File: src/rtl/tt_lut_eval_if.sv
// tt_lut_eval_if: evaluation handshake and serial table-load bus for tt_lut_eval
interface tt_lut_eval_if #(
  parameter int N_IN = 3
);
  logic [N_IN-1:0] in;
  logic in_valid;
  logic in_ready;
  logic out;
  logic out_valid;
  logic cfg_start;
  logic cfg_bit;
  logic cfg_bit_valid;
  logic cfg_busy;
  modport master (
    output in, in_valid, cfg_start, cfg_bit, cfg_bit_valid,
    input  in_ready, out, out_valid, cfg_busy
  );
  modport slave (
    input  in, in_valid, cfg_start, cfg_bit, cfg_bit_valid,
    output in_ready, out, out_valid, cfg_busy
  );
endinterface

File: src/rtl/tt_lut_eval.sv
// tt_lut_eval: truth-table lookup with serial table reload; define TT_PERSIST_FILTER_EN for the output persistence filter
module tt_lut_eval #(
  parameter int N_IN = 3,
  parameter logic [(1<<N_IN)-1:0] TT_RESET = 'hDC,
  parameter int PERSIST = 4
) (
  input logic clk,
  input logic rst_n,
  tt_lut_eval_if.slave lut
);
  localparam int W = 1 << N_IN;
  localparam int CW = $clog2(W) + 1;
  typedef enum logic {RUN, LOAD} state_t;
  if (N_IN < 1 || N_IN > 6 || PERSIST < 2 || PERSIST > 15) begin : g_bad_param
    $error("tt_lut_eval: parameter out of range");
  end
  state_t state_q;
  logic [W-1:0] tbl_q, shd_q, shd_d;
  logic [CW-1:0] cnt_q;
  logic [N_IN-1:0] idx;
  logic rs_q, rdy_q, busy_q, out_q, ov_q, res_d, out_d, acc, done;
  // table bit W-1-k holds entry k, and W-1-k is simply ~k in N_IN bits
  assign idx = ~lut.in;
  assign res_d = tbl_q[idx];
  // first bit shifted in ends up in the MSB (entry 0) after W shifts
  assign shd_d = {shd_q[W-2:0], lut.cfg_bit};
  // ready is held low from reset release until the synchroniser has seen one edge
  assign lut.in_ready = rdy_q && (rs_q || !rst_n);
  assign acc = lut.in_valid && lut.in_ready && !lut.cfg_start;
  assign done = state_q == LOAD && lut.cfg_bit_valid && !lut.cfg_start && cnt_q == CW'(W - 1);
  assign lut.out = out_q;
  assign lut.out_valid = ov_q;
  assign lut.cfg_busy = busy_q;
`ifdef TT_PERSIST_FILTER_EN
  logic [3:0] fc_q, fc_d;
  // out only moves once PERSIST consecutive results disagree with it
  always_comb begin
    out_d = (res_d != out_q && fc_q == 4'(PERSIST - 1)) ? res_d : out_q;
    fc_d = (res_d == out_q || fc_q == 4'(PERSIST - 1)) ? 4'd0 : fc_q + 4'd1;
  end
  // filter counter: advances per evaluation, restarts on a fresh table
  always_ff @(posedge clk or negedge rst_n)
    if (!rst_n) fc_q <= '0;
    else if (acc) fc_q <= fc_d;
    else if (done) fc_q <= '0;
`else
  assign out_d = res_d;
`endif
  // RUN/LOAD control, table shadowing and registered evaluation output
  always_ff @(posedge clk or negedge rst_n)
    if (!rst_n) begin
      state_q <= RUN;
      tbl_q <= TT_RESET;
      shd_q <= '0;
      cnt_q <= '0;
      rs_q <= 1'b0;
      rdy_q <= 1'b1;
      busy_q <= 1'b0;
      out_q <= 1'b0;
      ov_q <= 1'b0;
    end else begin
      rs_q <= 1'b1;
      ov_q <= acc;
      if (acc) out_q <= out_d;
      if (rs_q && lut.cfg_start) begin
        state_q <= LOAD;
        rdy_q <= 1'b0;
        busy_q <= 1'b1;
        cnt_q <= '0;
        shd_q <= '0;
      end else if (state_q == LOAD && lut.cfg_bit_valid) begin
        shd_q <= shd_d;
        cnt_q <= cnt_q + 1'b1;
        if (done) begin
          tbl_q <= shd_d;
          state_q <= RUN;
          rdy_q <= 1'b1;
          busy_q <= 1'b0;
        end
      end
    end
endmodule

File: src/flat_wrapper.sv
// flat-port wrapper written by rule: the top's interface ports become plain ports
module tt_lut_eval_flat 
#(
  parameter int N_IN = 3,
  parameter logic [(1<<N_IN)-1:0] TT_RESET = 'hDC,
  parameter int PERSIST = 4
)
  (clk, rst_n, lut_in, lut_in_valid, lut_cfg_start, lut_cfg_bit, lut_cfg_bit_valid, lut_in_ready, lut_out, lut_out_valid, lut_cfg_busy);
  tt_lut_eval_if #(.N_IN(N_IN)) lut_i ();
  input logic clk;
  input logic rst_n;
  input wire logic [$bits(lut_i.in)-1:0] lut_in;
  input wire logic [$bits(lut_i.in_valid)-1:0] lut_in_valid;
  input wire logic [$bits(lut_i.cfg_start)-1:0] lut_cfg_start;
  input wire logic [$bits(lut_i.cfg_bit)-1:0] lut_cfg_bit;
  input wire logic [$bits(lut_i.cfg_bit_valid)-1:0] lut_cfg_bit_valid;
  output wire logic [$bits(lut_i.in_ready)-1:0] lut_in_ready;
  output wire logic [$bits(lut_i.out)-1:0] lut_out;
  output wire logic [$bits(lut_i.out_valid)-1:0] lut_out_valid;
  output wire logic [$bits(lut_i.cfg_busy)-1:0] lut_cfg_busy;
  assign lut_i.in = lut_in;
  assign lut_i.in_valid = lut_in_valid;
  assign lut_i.cfg_start = lut_cfg_start;
  assign lut_i.cfg_bit = lut_cfg_bit;
  assign lut_i.cfg_bit_valid = lut_cfg_bit_valid;
  assign lut_in_ready = lut_i.in_ready;
  assign lut_out = lut_i.out;
  assign lut_out_valid = lut_i.out_valid;
  assign lut_cfg_busy = lut_i.cfg_busy;
  tt_lut_eval #(.N_IN(N_IN), .TT_RESET(TT_RESET), .PERSIST(PERSIST)) u_core (.clk(clk), .rst_n(rst_n), .lut(lut_i));
endmodule
File: config.mk
export PLATFORM = sky130hd
export DESIGN_NAME = tt_lut_eval_flat
export DESIGN_NICKNAME = d
export VERILOG_FILES = /design/src/rtl/tt_lut_eval_if.sv /design/src/rtl/tt_lut_eval.sv /design/src/flat_wrapper.sv
export SDC_FILE = /design/constraint.sdc
export NUM_CORES = 1
export LEC_CHECK = 0
export CORE_UTILIZATION = 48
export CTS_BUF_LIST = sky130_fd_sc_hd__clkbuf_4
export CTS_CLUSTER_DIAMETER = 200
export DETAILED_ROUTE_END_ITERATION = 10
export PLACE_DENSITY = 0.7
export SLEW_MARGIN = 10
export SYNTH_ARGS = -nofsm -noshare
export SYNTH_HDL_FRONTEND = slang
export SYNTH_SLANG_ARGS = --single-unit
File: constraint.sdc
create_clock -name clk -period 1.8 [get_ports clk]
set_input_delay 0.54 -clock clk [delete_from_list [all_inputs] [get_ports clk]]
set_output_delay 0.54 -clock clk [all_outputs]
set_load 0.02 [all_outputs]
==> results.cfg, run 1 <==
[critical_path]
worstPathCellList = dlygate4sd2_1, nor2b_4, nand2b_4, inv_1, buf_4
crit_path_end_kind = output pin
critical_path.slowest_cell = sky130_fd_sc_hd__dlygate4sd2_1
crit_path_start_kind = primary input
critical_path.max_stage_delay_ps = 240
timing.setup.critical_path_class = in2out
cell_family_with_the_largest_share_of_critical_path_delay = buffers and inverters
timing.critical_path.arrival_ps = 1220
timing.critical_path.buf_inv = 3
critical_path_required_ps = 1260
critical_path.max_fanout = 2

[floorplanning]
ios = 13
dieArea_um2 = 2450
floorplan.die.height_um = 49.5
design.core.area_um2 = 2040
std_cell_rows = 16
initial_utilization_pct = 53.0
die_width_um = 49.5

[synthesis]
synth_top_area_cell = sky130_fd_sc_hd__dfrtp_1
synth_warnings = 0
syn-cell-area_um2 = 1080
synth_area_leaders = sky130_fd_sc_hd__dfrtp_1 42%, sky130_fd_sc_hd__dfstp_2 15%, sky130_fd_sc_hd__mux2_4 11%
avgSynthCellArea_um2 = 11.9
synthesis.nets = 101
synthesis.instances = 91
yosysSeqAreaShare_pct = 56.2
synth.distinct_cells = 27
yosysTopAreaCellShare_pct = 41.6
post_synthesis_register_bit_count = 24

[finish]
layout-area-overhead-vs-synth_pct = 22.4
mostFrequentLayoutCells = 18 x sky130_fd_sc_hd__nand2_1, 17 x sky130_fd_sc_hd__dfrtp_1, 10 x sky130_fd_sc_hd__a21oi_1, 8 x sky130_fd_sc_hd__mux2_4
layout_commonest_cell = sky130_fd_sc_hd__nand2_1
antenna-diode-count = 0
layout.cells.non_filler = 137
final.fill_count = 168
drive_gt1_share_pct = 31.8
final-seq-area_um2 = 609
area_taken_by_multi_input_logic_gates_um2 = 472
nNetsFinal = 121

[detailed_routing]
drt-vias-per-instance = 4.96
wire_per_inst_um = 13.3
detailroute.via_count = 680
post_detailed_route_count_of_antenna_violating_nets = 0
initial_detailed_routing_violation_count = 14
first_pass_iters = 3
drc_errors = 0
postRouteWirelength_mm = 1.83

[global_route]
grt_first_pass_wirelength_mm = 3.22
grt_max_degree = 25
all_layer_global_routing_usage_pct = 17.2
via_count_of_the_first_global_routing_pass = 699
global_route.overflow_total = 0
number_of_antenna_violations_at_the_first_check_in_global_routing = 0

[clocking]
cts_buffer_depth = 2
cts_max_level = 1
cts_root_buffer = sky130_fd_sc_hd__clkbuf_4
cts.sinks = 24
tritoncts = yes
path_clk_slew_ps = 130
number_of_clock_buffers_inserted_by_tritoncts = 3
insertion_delay_ps = 300

[sta]
rsz_0062_raised_after_global_routing = no
achievable-frequency_mhz = 567
final_min_period_over_clock_period_pct = 98.0
timing_hold_violations_final = 0
finalSetupViolCount = 0
tns_ps = 0
timing_max_transition_violations_final = 0
whs_ps = 340
clock-skew-final_ps = 12.3
min_period_ps = 1760

[job]
drv_cap = 0

[place]
gp_routability_congestion = 0.725
dp_hpwl_mm = 1.27
io_buffers = 12
total_instance_count_after_detailed_placement = 131

[status]
outcome = complete, no violations

[power]
p_leak_nw = 0.625
power.ir.vdd_worst_mv = 0.426
power-per-cell-area_nw_per_um2 = 785

[hold_path]
timing.hold.worst.class = in2async
[per-layer routing]
layer / part of all wire, % / vias up / global-route usage, %
met5: 0 / - / 0
met4: 0.49 / 0 / 2.86
met3: 3.1 / 2 / 3.09
met2: 48 / 10 / 28.5
met1: 48 / 318 / 24.1
li1: - / 350 / -
[state kept, by name (all words and copies together) (netlist names)]
register	count
u_core.shd_q	7
u_core.lut.out_valid	1
u_core.tbl_q	8
u_core.lut.cfg_busy	1
u_core.rs_q	1
u_core.lut.out	1
u_core.cnt_q	4
u_core.rdy_q	1
[stage by stage]
step	setup slack [ps]	cell area [um2]	power (W)	util, %
2_1_floorplan	138	1080	0.000723	-
3_3_place_gp	-616	1260	0.000782	61.8
3_5_place_dp	-645	1260	0.000789	61.8
4_1_cts	12.2	1320	0.00105	64.7
5_1_grt	5.24	1330	0.00110	64.9
6_report	36.1	1330	0.00104	64.9
[layout make-up]
type,count,area share (%)
timing repair buffer,18,13.0
tap,27,2.55
sequential,24,46.0
inverter,2,0.567
multi-input combinational,62,35.6
clock buffer,4,2.27
[final timing paths]
kind / start / endpoint / slack, ps / cells after the start
worst max register to register: u_core.lut.cfg_busy / u_core.tbl_q[5] / 90 / 4
min in group clk: u_core.shd_q[6] / u_core.tbl_q[7] / 520 / 1
max in group asynchronous: rst_n / u_core.tbl_q[6] / 1160 / 2
worst min register to register: u_core.shd_q[6] / u_core.tbl_q[7] / 520 / 1
worst max-delay path: rst_n / lut_in_ready / 40 / 5
worst min-delay path: rst_n / u_core.lut.out / 340 / 2
[kinds of logic (layout without fill, tap and decap cells)]
logic type | count (synthesis) | after routing | synth area share (%)
other | 1 | 1 | 0.346
AO/OA/AOI/OAI | 14 | 14 | 7.28
adder cells (fa/ha/maj) | 1 | 1 | 1.16
XOR/XNOR | 2 | 2 | 1.62
AND/OR/NAND/NOR | 30 | 31 | 13.6
multiplexers | 13 | 13 | 16.9
flip-flops | 24 | 24 | 56.2
buffers and inverters | 6 | 24 | 2.89
[power breakdown]
| part | internal, W | leakage [nW] | switching [W] |
|---|---|---|---|
| Combinational | 0.0000905 | 0.307 | 0.0000739 |
| Clock | 0.000101 | 0.0184 | 0.000148 |
| Sequential | 0.000588 | 0.300 | 0.0000384 |
| Total | 0.000780 | 0.625 | 0.000260 |
[synth_stat cells (all sizes together)]
master / count
mux2i: 4
dfrtp: 18
a21oi: 10
ha: 1
dfstp: 6
nand2b: 2
mux2: 8
nor2: 3
or3: 1
o31ai: 2
and2: 2
o21ai: 1
or4b: 1
nand2: 18
nand3: 2
conb: 1
mux4: 1
nor2b: 1
xor2: 1
inv: 2
xnor2: 1
clkbuf: 3
a21o: 1
buf: 1
[what timing repair did]
item                                    in CTS  in global routing
endpoints found under the setup margin      11                  2
resized for setup                           13                  2
hold buffers                                 0                  0
cloned                                       1                  0
pin swaps                                    2                  0
buffers inserted                             1                  0
No activity file was read; power rests on OpenSTA's default activity.
==> run 2, diff against run 1 <==
==> constraint.sdc (replaced) <==
create_clock -name clk -period 1.8 [get_ports clk]
set_input_delay 0.36 -clock clk [delete_from_list [all_inputs] [get_ports clk]]
set_output_delay 0.36 -clock clk [all_outputs]
set_load 0.02 [all_outputs]
==> results.cfg, run 2 (synthesis gave the netlist of run 1 again) <==
[status]
outcome = complete, no violations

[power]
power-per-cell-area_nw_per_um2 = 800
sequentialPowerShare_pct = 61.0
p_leak_nw = 0.583
internal_power_w = 0.000770
share_comb_of_total_power_pct = 14.6
p_clk_share_pct = 24.5
power.switching_fraction_pct = 24.8
power.ir.vdd_worst_mv = 0.667
net_switching_w = 0.000254
post-layout-total-power_w = 0.00102

[critical_path]
crit_path_end_kind = flip-flop
crit_path_start_kind = primary input
cp-endpoint = u_core.tbl_q[5]
timing.critical_path.arrival_ps = 1900
worstPathCellList = clkdlybuf4s50_1, nand3_2, or4b_4, mux2_4
cell_family_with_the_largest_share_of_critical_path_delay = simple AND/OR/NAND/NOR gates
critical_path.max_fanout = 10
regToRegEndpoint = u_core.tbl_q[5]
critical_path.max_stage_delay_ps = 620
timing.setup.critical_path_class = in2reg
critical_path_required_ps = 2000
critical_path.slowest_cell = sky130_fd_sc_hd__or4b_4
worstRegToRegCells = 3
timing.critical_path.buf_inv = 1
timing.rr.start = u_core.lut.cfg_busy
reg2reg_slack_ps = 180
crit_start = lut_cfg_bit_valid
critical_path_depth = 4

[sta]
final_min_period_over_clock_period_pct = 94.7
timing_max_transition_violations_final = 0
clock-skew-final_ps = 9.11
finalSetupViolCount = 0
timing.final.ws_setup_ps = 95.7
rsz_0062_raised_after_global_routing = no
min_period_ps = 1700
timing_hold_violations_final = 0
achievable-frequency_mhz = 587

[clocking]
insertion_delay_ps = 310
number_of_clock_buffers_inserted_by_tritoncts = 3
cts_hold_buffers = 0
cts_buffer_depth = 2
cts_max_level = 1
tritoncts = yes
cts_root_buffer = sky130_fd_sc_hd__clkbuf_4
cts_post_setup_buffers_inserted = 0
cts.sinks = 24
path_clk_slew_ps = 130

[global_route]
grt_first_pass_wirelength_mm = 3.06
via_count_of_the_first_global_routing_pass = 669
number_of_antenna_violations_at_the_first_check_in_global_routing = 0
global_route.overflow_total = 0
grt_max_degree = 25
all_layer_global_routing_usage_pct = 17.0

[finish]
antenna-diode-count = 0
largestRegisters = u_core.tbl_q (8), u_core.shd_q (7), u_core.cnt_q (4)
largest-register = u_core.tbl_q
largest_register_ffs = 8
mostFrequentLayoutCells = 18 x sky130_fd_sc_hd__nand2_1, 18 x sky130_fd_sc_hd__dfrtp_1, 10 x sky130_fd_sc_hd__a21oi_1, 10 x sky130_fd_sc_hd__clkdlybuf4s50_1, 8 x sky130_fd_sc_hd__mux2_4
drive_gt1_share_pct = 28.7
nNetsFinal = 119
utilization_pct = 62.7
layout-area-overhead-vs-synth_pct = 18.3

[floorplanning]
die_width_um = 49.5
design.core.area_um2 = 2040
ios = 13
floorplan.die.height_um = 49.5
std_cell_rows = 16
dieArea_um2 = 2450
initial_utilization_pct = 53.0

[place]
gp_routability_congestion = 0.724
io_buffers = 12
dp_hpwl_mm = 1.25
dp_slack_ps = -272

[detailed_routing]
detailroute.via_count = 679
wire_per_inst_um = 12.6
post_detailed_route_count_of_antenna_violating_nets = 0
first_pass_iters = 4
postRouteWirelength_mm = 1.71
drc_errors = 0
drt-vias-per-instance = 5.03
initial_detailed_routing_violation_count = 11

[job]
drv_cap = 0

[hold_path]
timing.hold.worst.class = in2async
[run 2: stage by stage]
stage / hold slack, ps / TNS (ps) / std cells / instance area (um2)
4_1_cts: 410 / 0 / 135 / 1280
2_1_floorplan: 64.4 / 0 / 91 / 1080
3_3_place_gp: 479 / -1890 / 131 / 1250
5_1_grt: 439 / 0 / 135 / 1280
6_report: 404 / 0 / 135 / 1280
3_5_place_dp: 488 / -2110 / 131 / 1250
[run 2: final cells by class]
type                       count  area [um2]
fill                         176         762
sequential                    24         608
multi-input combinational     61         445
timing repair buffer          17         155
tap                           27        33.8
clock buffer                   4        30.0
inverter                       2        7.51
[run 2: power groups by stage]
| stage | clock network, W | registers [W] | logic, W |
|---|---|---|---|
| final | 0.000250 | 0.000624 | 0.000149 |
| after global routing | 0.000282 | 0.000630 | 0.000171 |
| after CTS | 0.000262 | 0.000624 | 0.000153 |
| after detailed placement | 0 | 0.000634 | 0.000152 |
| after global placement | 0 | 0.000631 | 0.000148 |
| after floorplan | 0 | 0.000626 | 0.0000969 |
[run 2: what timing repair did]
action | 4_1_cts | 5_1_grt
endpoints found under the hold margin | 0 | 0
resized for setup | 3 | 2
setup endpoints to repair | 1 | 2
[run 2: worst min path at each step]
stage                 startpoint              endpoint  depth (start not counted)
floorplan                  rst_n       u_core.cnt_q[0]                          0
global placement    u_core.rdy_q          u_core.rdy_q                          2
detailed placement  u_core.rdy_q          u_core.rdy_q                          2
CTS                        rst_n           u_core.rs_q                          2
global route               rst_n  u_core.lut.out_valid                          2
finish                     rst_n           u_core.rs_q                          2
[run 2: layer usage]
metal / global-route usage, % / vias to the layer above / routed length (um)
li1: - / 342 / -
met1: 23.5 / 327 / 872
met2: 27.2 / 8 / 778
met3: 1.85 / 2 / 46
met4: 7.14 / 0 / 9
met5: 0 / - / 0
